==> src/rtl/ksa_pkg.sv <==
// Shared definitions for the round-robin arbiter and its Kogge-Stone adder.
package ksa_pkg;

    localparam int unsigned DATA_W       = 32;
    localparam int unsigned DEFAULT_NREQ = 4;

    typedef enum logic [1:0] {
        IDLE = 2'd0,
        EXEC = 2'd1,
        RESP = 2'd2
    } state_t;

endpackage

==> src/rtl/kogge_stone_adder.sv <==
// Parallel-prefix (Kogge-Stone) adder: {cout, sum} = a + b + cin.
module kogge_stone_adder
    import ksa_pkg::*;
(
    input  logic [DATA_W-1:0] a,
    input  logic [DATA_W-1:0] b,
    input  logic              cin,
    output logic [DATA_W-1:0] sum,
    output logic              cout
);

    localparam int unsigned LVLS = $clog2(DATA_W);

    logic [DATA_W-1:0] g [LVLS+1];
    logic [DATA_W-1:0] p [LVLS+1];
    logic [DATA_W:0]   c;

    always_comb begin
        g[0] = a & b;
        p[0] = a ^ b;
        for (int unsigned l = 0; l < LVLS; l++) begin
            for (int unsigned i = 0; i < DATA_W; i++) begin
                if (i >= (32'd1 << l)) begin
                    g[l+1][i] = g[l][i] | (p[l][i] & g[l][i - (32'd1 << l)]);
                    p[l+1][i] = p[l][i] & p[l][i - (32'd1 << l)];
                end else begin
                    g[l+1][i] = g[l][i];
                    p[l+1][i] = p[l][i];
                end
            end
        end
        // Final prefix spans [i:0], so carry-in folds in with one AND-OR per bit.
        c[0] = cin;
        for (int unsigned i = 0; i < DATA_W; i++) begin
            c[i+1] = g[LVLS][i] | (p[LVLS][i] & cin);
        end
    end

    assign sum  = p[0] ^ c[DATA_W-1:0];
    assign cout = c[DATA_W];

endmodule

==> src/rtl/ksa_rr_arbiter.sv <==
// Round-robin arbiter sharing one Kogge-Stone adder among NREQ requesters.
module ksa_rr_arbiter
    import ksa_pkg::*;
#(
    parameter int unsigned NREQ = DEFAULT_NREQ,
    parameter int unsigned IDW  = $clog2(NREQ)
) (
    input  logic                   clk,
    input  logic                   rst_n,
    input  logic [NREQ-1:0]        req_valid,
    output logic [NREQ-1:0]        req_ready,
    input  logic [DATA_W*NREQ-1:0] req_a,
    input  logic [DATA_W*NREQ-1:0] req_b,
    input  logic [NREQ-1:0]        req_cin,
    output logic                   rsp_valid,
    input  logic                   rsp_ready,
    output logic [IDW-1:0]         rsp_id,
    output logic [DATA_W-1:0]      rsp_sum,
    output logic                   rsp_cout,
    output logic                   busy
);

    state_t            state, state_next;
    logic [IDW-1:0]    rr_ptr;
    logic [IDW-1:0]    sel;
    logic              found;
    logic [DATA_W-1:0] op_a, op_b, add_sum;
    logic              op_cin, add_cout;
    logic [IDW-1:0]    op_id;

    always_comb begin
        found = 1'b0;
        sel   = '0;
        for (int unsigned k = 0; k < NREQ; k++) begin
            if (!found && req_valid[(32'(rr_ptr) + k) % NREQ]) begin
                found = 1'b1;
                sel   = IDW'((32'(rr_ptr) + k) % NREQ);
            end
        end
    end

    always_comb begin
        state_next = state;
        req_ready  = '0;
        case (state)
            IDLE: begin
                if (found) begin
                    req_ready[sel] = 1'b1;
                    state_next     = EXEC;
                end
            end
            EXEC:    state_next = RESP;
            RESP:    if (rsp_ready) state_next = IDLE;
            default: state_next = IDLE;
        endcase
        // req_ready is combinational from req_valid, so mask it while reset is held.
        if (!rst_n) req_ready = '0;
    end

    assign busy      = (state != IDLE);
    assign rsp_valid = (state == RESP);

    always_ff @(posedge clk or negedge rst_n) begin
        if (!rst_n) begin
            state <= IDLE;
        end else begin
            state <= state_next;
        end
    end

    always_ff @(posedge clk or negedge rst_n) begin
        if (!rst_n) begin
            rr_ptr   <= '0;
            op_a     <= '0;
            op_b     <= '0;
            op_cin   <= 1'b0;
            op_id    <= '0;
            rsp_sum  <= '0;
            rsp_cout <= 1'b0;
            rsp_id   <= '0;
        end else begin
            if (state == IDLE && found) begin
                op_a   <= req_a[int'(sel)*DATA_W +: DATA_W];
                op_b   <= req_b[int'(sel)*DATA_W +: DATA_W];
                op_cin <= req_cin[sel];
                op_id  <= sel;
            end
            if (state == EXEC) begin
                rsp_sum  <= add_sum;
                rsp_cout <= add_cout;
                rsp_id   <= op_id;
            end
            if (state == RESP && rsp_ready) begin
                rr_ptr <= (op_id == IDW'(NREQ - 1)) ? '0 : op_id + 1'b1;
            end
        end
    end

    kogge_stone_adder u_adder (
        .a    (op_a),
        .b    (op_b),
        .cin  (op_cin),
        .sum  (add_sum),
        .cout (add_cout)
    );

endmodule
==> config.mk <==
export PLATFORM = sky130hd
export DESIGN_NAME = ksa_rr_arbiter
export DESIGN_NICKNAME = d
export VERILOG_FILES = /design/src/rtl/ksa_pkg.sv /design/src/rtl/kogge_stone_adder.sv /design/src/rtl/ksa_rr_arbiter.sv
export SDC_FILE = /design/constraint.sdc
export NUM_CORES = 1
export LEC_CHECK = 0
export BUFFER_PORTS_ARGS = -buffer_cell sky130_fd_sc_hd__buf_2
export CORE_MARGIN = 2
export CORE_UTILIZATION = 35
export CTS_BUF_LIST = sky130_fd_sc_hd__clkbuf_16
export CTS_CLUSTER_DIAMETER = 120
export DETAILED_ROUTE_END_ITERATION = 8
export PLACE_DENSITY = 0.65
export RECOVER_POWER = 50
export SLEW_MARGIN = 20
export SYNTH_ARGS = -nofsm -noshare
export SYNTH_HDL_FRONTEND = slang
export SYNTH_HIERARCHICAL = 1
export SYNTH_SLANG_ARGS = --single-unit
==> constraint.sdc <==
create_clock -name clk -period 3.5 [get_ports clk]
set_input_delay 0.175 -clock clk [delete_from_list [all_inputs] [get_ports clk]]
set_output_delay 0.175 -clock clk [all_outputs]
set_load 0.05 [all_outputs]
Word-level counts from Yosys, hierarchy flattened:

Index checks and enable logic that the tools add are counted.

* register bits: 106
* latch bits: 0
* bits in writable memories: 0
* memory bits (read-only): 0
* input port bits: 267
* output and inout bits: 41
* memories kept: 0

* add/subtract/negate cells: 4
* multiply operators: 0
* divide/modulo/power cells: 0
* $lt $le $gt $ge: 6
* eq/ne operators: 5
* shifts and indexed selects: 2
* multiplexer cells: 27
* bitwise gates (word level): 454
* reductions and logical operators: 12

Operator list (count)
* 1-bit AND: 290
* 128-bit by 8-bit indexed part select with 32-bit output: 2
* 1-bit OR: 161
* 32-bit bitwise XOR: 2
* 32-bit AND: 1
* 2-bit by 3-bit less-than comparator with 1-bit output (second input constant): 5
* 2-bit 2-to-1 mux: 7
* 4-bit 2-to-1 mux: 3
* 1-bit binary-select mux with 2-bit select: 5
* 1-bit 2-to-1 mux: 10
* 1-bit logical AND: 6
* 2-bit case mux with 3 select lines: 1
* 2-bit by 1-bit adder with 2-bit output (second input constant): 2
* 2-bit adder (second input constant): 2
* 2-bit equality test (second input constant): 2
* 1-bit zero test: 3
* 1-bit demux with 2-bit select: 1
* 2-bit by 1-bit equality test with 1-bit output (second input constant): 1
* 2-bit by 1-bit greater-or-equal comparator with 1-bit output (second input constant): 1
* 2-bit zero test: 1
* 2-bit by 1-bit inequality test with 1-bit output (second input constant): 1
* 2-bit inequality test (second input constant): 1
* 2-bit AND reduction: 1
* 2-bit nonzero test: 1

Longest topological paths before layout:

* word-level depth: 19
* depth in mapped cells: 11
* depth with buffers taken out: 10

Modules after synthesis:

The synthesis kept the hierarchy.

Modules (own cells, without submodules)
* ksa_rr_arbiter: times used 1, cells each 479, area each 5622.9 um^2
* kogge_stone_adder: times used 1, cells each 234, area each 1725.4 um^2

Least setup slack after synthesis:

No wires, ideal clock.

* path type: register to output
* start point: reg state[1]
* end point: out req_ready[2]
* arrival time: 2.722 ns
* required time: 3.325 ns
* path slack: 0.603 ns
* stages on the path, launching flop included: 8
* buffers on the path: 2
* cells stage by stage: dfrtp_1 -> or2_1 -> or2_1 -> buf_2 -> clkinv_2 -> nand2_1 -> clkbuf_1 -> nor3b_1

* longest elaborated chain between the ends: 3

Ends and longest elaborated chain
* start: declaration: RTL line ksa_rr_arbiter.sv:23 `state_t state, state_next;`
* start signal: assignment: RTL line ksa_rr_arbiter.sv:67 `state <= state_next;`
* 2-bit zero test: RTL line ksa_rr_arbiter.sv:45 `case (state)`
* 4-bit 2-to-1 mux: RTL line ksa_rr_arbiter.sv:45
* 4-bit 2-to-1 mux: RTL line ksa_rr_arbiter.sv:57 `if (!rst_n) req_ready = '0;`
* end: declaration: RTL line ksa_rr_arbiter.sv:11 `output logic [NREQ-1:0] req_ready,`

Every way passes these cells.

Worst setup path after layout:

* start point: reg op_a[14]
* end point: reg rsp_sum[29]

* longest elaborated chain between the ends: 12
* elaborated cells between the ends (all ways): 20
* those cells by class: bitwise (20)

Ends and longest elaborated chain
* start: declaration: RTL line ksa_rr_arbiter.sv:27 `logic [DATA_W-1:0] op_a, op_b, add_sum;`
* start signal: assignment: RTL line ksa_rr_arbiter.sv:83 `op_a <= req_a[int'(sel)*DATA_W +: DATA_W];`
* 32-bit bitwise XOR: RTL line kogge_stone_adder.sv:20 `p[0] = a ^ b;`
* 1-bit AND: RTL line kogge_stone_adder.sv:24 `g[l+1][i] = g[l][i] | (p[l][i] & g[l][i - (32'd1 << l)]);`
* 1-bit OR: RTL line kogge_stone_adder.sv:24
* 1-bit AND: RTL line kogge_stone_adder.sv:24
* 1-bit OR: RTL line kogge_stone_adder.sv:24
* 1-bit AND: RTL line kogge_stone_adder.sv:24
* 1-bit OR: RTL line kogge_stone_adder.sv:24
* 1-bit AND: RTL line kogge_stone_adder.sv:24
* 1-bit OR (2 in series): RTL line kogge_stone_adder.sv:24
* 1-bit OR (*): RTL line kogge_stone_adder.sv:35 `c[i+1] = g[LVLS][i] | (p[LVLS][i] & cin);`
* 32-bit bitwise XOR (*): RTL line kogge_stone_adder.sv:39 `assign sum = p[0] ^ c[DATA_W-1:0];`
* via add_sum[29]: RTL line ksa_rr_arbiter.sv:27
* end signal: assignment: RTL line ksa_rr_arbiter.sv:89 `rsp_sum <= add_sum;`
* end: declaration: RTL line ksa_rr_arbiter.sv:18 `output logic [DATA_W-1:0] rsp_sum,`

Mark *: on every way through the listed nets, which the timed path passes. The rest lies on a longest branch.
A chain may end at the register's enable or synchronous reset.

==> results.sh <==
export IMPL_clkSinkCount=106
export IMPL_start_util_pct=35.3
export IMPL_syn_avg_cell_area_um2=10.3
export IMPL_vias_per_cell=5.15
export IMPL_min_period_ps=2870
export IMPL_grt_ovfl_total=0
export IMPL_clk_path_buf_depth=2
export IMPL_slew_headroom_pct=-36.4
export IMPL_path_buf_inv=0
export IMPL_drive_above_1_share_pct=34.7
export IMPL_htree_levels=3
export IMPL_synth_area_leader_cell="dfrtp_1"
export IMPL_ios=308
export IMPL_cts_root_buf="clkbuf_16"
export IMPL_worstMarginPinSlew_ps=2050
export IMPL_die_area_um2=22200
export IMPL_final_area_um2=9310
export IMPL_synth_edff_count=0
export IMPL_endpoint_kind="flop"
export IMPL_outcome="finished with violations"
export IMPL_path_depth=10
export IMPL_rsz0062_at_grt="false"
export IMPL_whs_path_depth=2
export IMPL_synthArstFlopShare_pct=100
export IMPL_grt_pass1_vias=6300
export IMPL_vdd_ir_drop_max_v=0.000380
export IMPL_hpwl_um=16300
export IMPL_grt_max_degree=81
export IMPL_drc_errors=0
export IMPL_cts_clk_slew_worst_paths_ps=70
export IMPL_cts_inserted_buffers=9
export IMPL_finalPower_mw=9.70
export IMPL_worst_slack_ps=633
export IMPL_cp_max_fo=8
export IMPL_area_growth_syn_to_layout_pct=26.7
export IMPL_firstDrtPassIters=4
export IMPL_dpl_worst_slack_ps=675
export IMPL_ys_warn_count=6
export IMPL_worstPathArrival_ps=3100
export IMPL_grt_pass1_wl_um=33300
export IMPL_insertion_delay_ps=350
export IMPL_synth_top_area_share_pct=36.1
export IMPL_cp_cell_sequence="ha_1 -> a21o_2 -> nand3_1 -> a311oi_2 -> o2111ai_1 -> a31oi_2 -> o21ai_2 -> and2_4 -> a211o_1 -> mux2_2"
export IMPL_ys_types=63
export IMPL_wire_per_inst_um=16.6
export IMPL_hp_class="input pin to flop"
export IMPL_drt_iter0_drc=293
export IMPL_setup_viol=0
export IMPL_antenna_found_initial=1
export IMPL_vias=6553
export IMPL_finalHoldViolCount=0
export IMPL_placed_area_um2=9030
export IMPL_core_area_um2=20800
export IMPL_synthFlopType="dfrtp_1"
export IMPL_die_w_um=149
export IMPL_slew_violations=68
export IMPL_syn_cell_area_um2=7350
export IMPL_rr_worst_depth=10
export IMPL_gp_congestion=0.849
export IMPL_place_port_buffers=307
export IMPL_maxCapViolCount=3
export IMPL_finalSetupTns_ps=0
export IMPL_crit_required_ps=3730
export IMPL_slowest_stage="ha_1"
export IMPL_slowest_delay_ps=460
export IMPL_synthCells=713
export IMPL_crit_type="flop to flop"
export IMPL_ys_top_cells_by_area="dfrtp_1 36%, mux2i_1 18%, o221ai_1 7.7%, ha_1 5.6%, mux2_2 5.5%"
export IMPL_critPathTopFamily="compound AO/OA/AOI/OAI gates"
export IMPL_drt_total_wl_um=21200
export IMPL_setup_worst_path_start_class="flop"
export IMPL_synth_nets=1014
export IMPL_clock_fmax_ghz=0.349
export IMPL_clock_skew_ps=7.64
export IMPL_cts_tree="built"
export IMPL_std_cell_rows=53
export IMPL_ys_seq_elements=106
export IMPL_yosysMostFrequentCell="mux2i_1"
export IMPL_grt_use_total_pct=19.0
export IMPL_antenna_left=0
export IMPL_powerDensity_nw_per_um2=1040
export IMPL_cellLeakagePower_nw=4.58
export IMPL_die_h_um=149
export IMPL_violations="max-capacitance violations, max-slew violations"
export IMPL_period_share_pct=81.9
export IMPL_synthTopCellsByCount="131 x mux2i_1, 106 x dfrtp_1, 88 x nand2_1, 65 x o221ai_1"
export IMPL_seq_area_frac_synth_pct=36.1
export IMPL_fin_nets=1293
cells in the final DEF (no fill, tap or decap), types with 9 or more instances in the layout:
cell type / instances
a21oi_1: 36
inv_1: 15
clkbuf_1: 38
o221ai_1: 65
xnor2_1: 16
mux2i_1: 131
o21ai_0: 11
mux2_2: 36
nand4_1: 9
dfrtp_1: 106
buf_2: 269
nand2_1: 87
ha_1: 33
nor2_1: 13
clkbuf_16: 9
xor2_1: 9
a21o_1: 9
sequential cells by signal, indices dropped and copies added, names as in the netlist:
signal / count
rr_ptr: 2
op_a: 32
op_id: 2
op_cin: 1
rsp_id: 2
rsp_sum: 32
op_b: 32
state: 2
rsp_cout: 1
metrics by stage:
stage,std cells,hold WS (ps),utilization (%)
CTS,1272,30.7,45.0
global route,1273,51.3,44.7
detailed placement,1255,302,43.4
finish,1273,46.8,44.7
floorplan,713,-121,-
global placement,1255,301,43.4
routing by layer:
| layer | wire, um | track usage (%) | vias up |
|---|---|---|---|
| li1 | - | - | 3262 |
| met1 | 9790 | 25.5 | 3061 |
| met2 | 9910 | 31.2 | 201 |
| met3 | 1020 | 3.58 | 29 |
| met4 | 437 | 5.76 | 0 |
| met5 | 0 | 0 | - |
power by group:
group          switching, mW  internal, mW  leakage [nW]
Clock                  0.474         0.627         0.151
Combinational           3.82          2.51          3.14
Sequential             0.396          1.87          1.29
Total                   4.69          5.01          4.58
cell families (layout without fill, tap and decap cells):
family	Yosys count	count (layout)	share of synthesized area, %
multiplexers	167	167	23.4
AO/OA/AOI/OAI	165	165	17.0
AND/OR/NAND/NOR	153	153	9.93
flip-flops	106	106	36.1
buffers and inverters	63	347	4.75
adder cells (fa/ha/maj)	34	34	5.89
XOR/XNOR	25	25	2.98
other	0	1	0
final timing paths:
path	end	startpoint	slack (ps)
worst max-delay path	rsp_sum[29]$_DFFE_PN0N_	op_a[14]$_DFFE_PN0P_	630
worst min-delay path	state[1]$_DFFE_PN0P_	rsp_ready	50
worst max register to register	rsp_sum[29]$_DFFE_PN0N_	op_a[14]$_DFFE_PN0P_	630
worst min register to register	op_b[10]$_DFFE_PN0P_	op_b[10]$_DFFE_PN0P_	490
max in group asynchronous	op_a[0]$_DFFE_PN0P_	rst_n	1360
min in group asynchronous	op_b[24]$_DFFE_PN0P_	rst_n	730
repair_timing:
action                                 in CTS  in global routing
setup buffers                               0                  0
hold buffers                                1                  0
gates resized for setup                     0                  0
endpoints found under the hold margin      56                  0
setup endpoints to repair                   0                  0
final cells by class:
| cell class | instances | area [um2] |
|---|---|---|
| inverters | 16 | 61.3 |
| clock buffers | 9 | 225 |
| repair buffers | 315 | 1570 |
| diodes | 1 | 2.50 |
| multi-input cells | 544 | 4360 |
| flip-flops and latches | 106 | 2650 |
| well taps | 275 | 344 |
| clock inverters | 7 | 92.6 |
| fillers | 2042 | 11500 |
No activity file was read; power rests on OpenSTA's default activity.
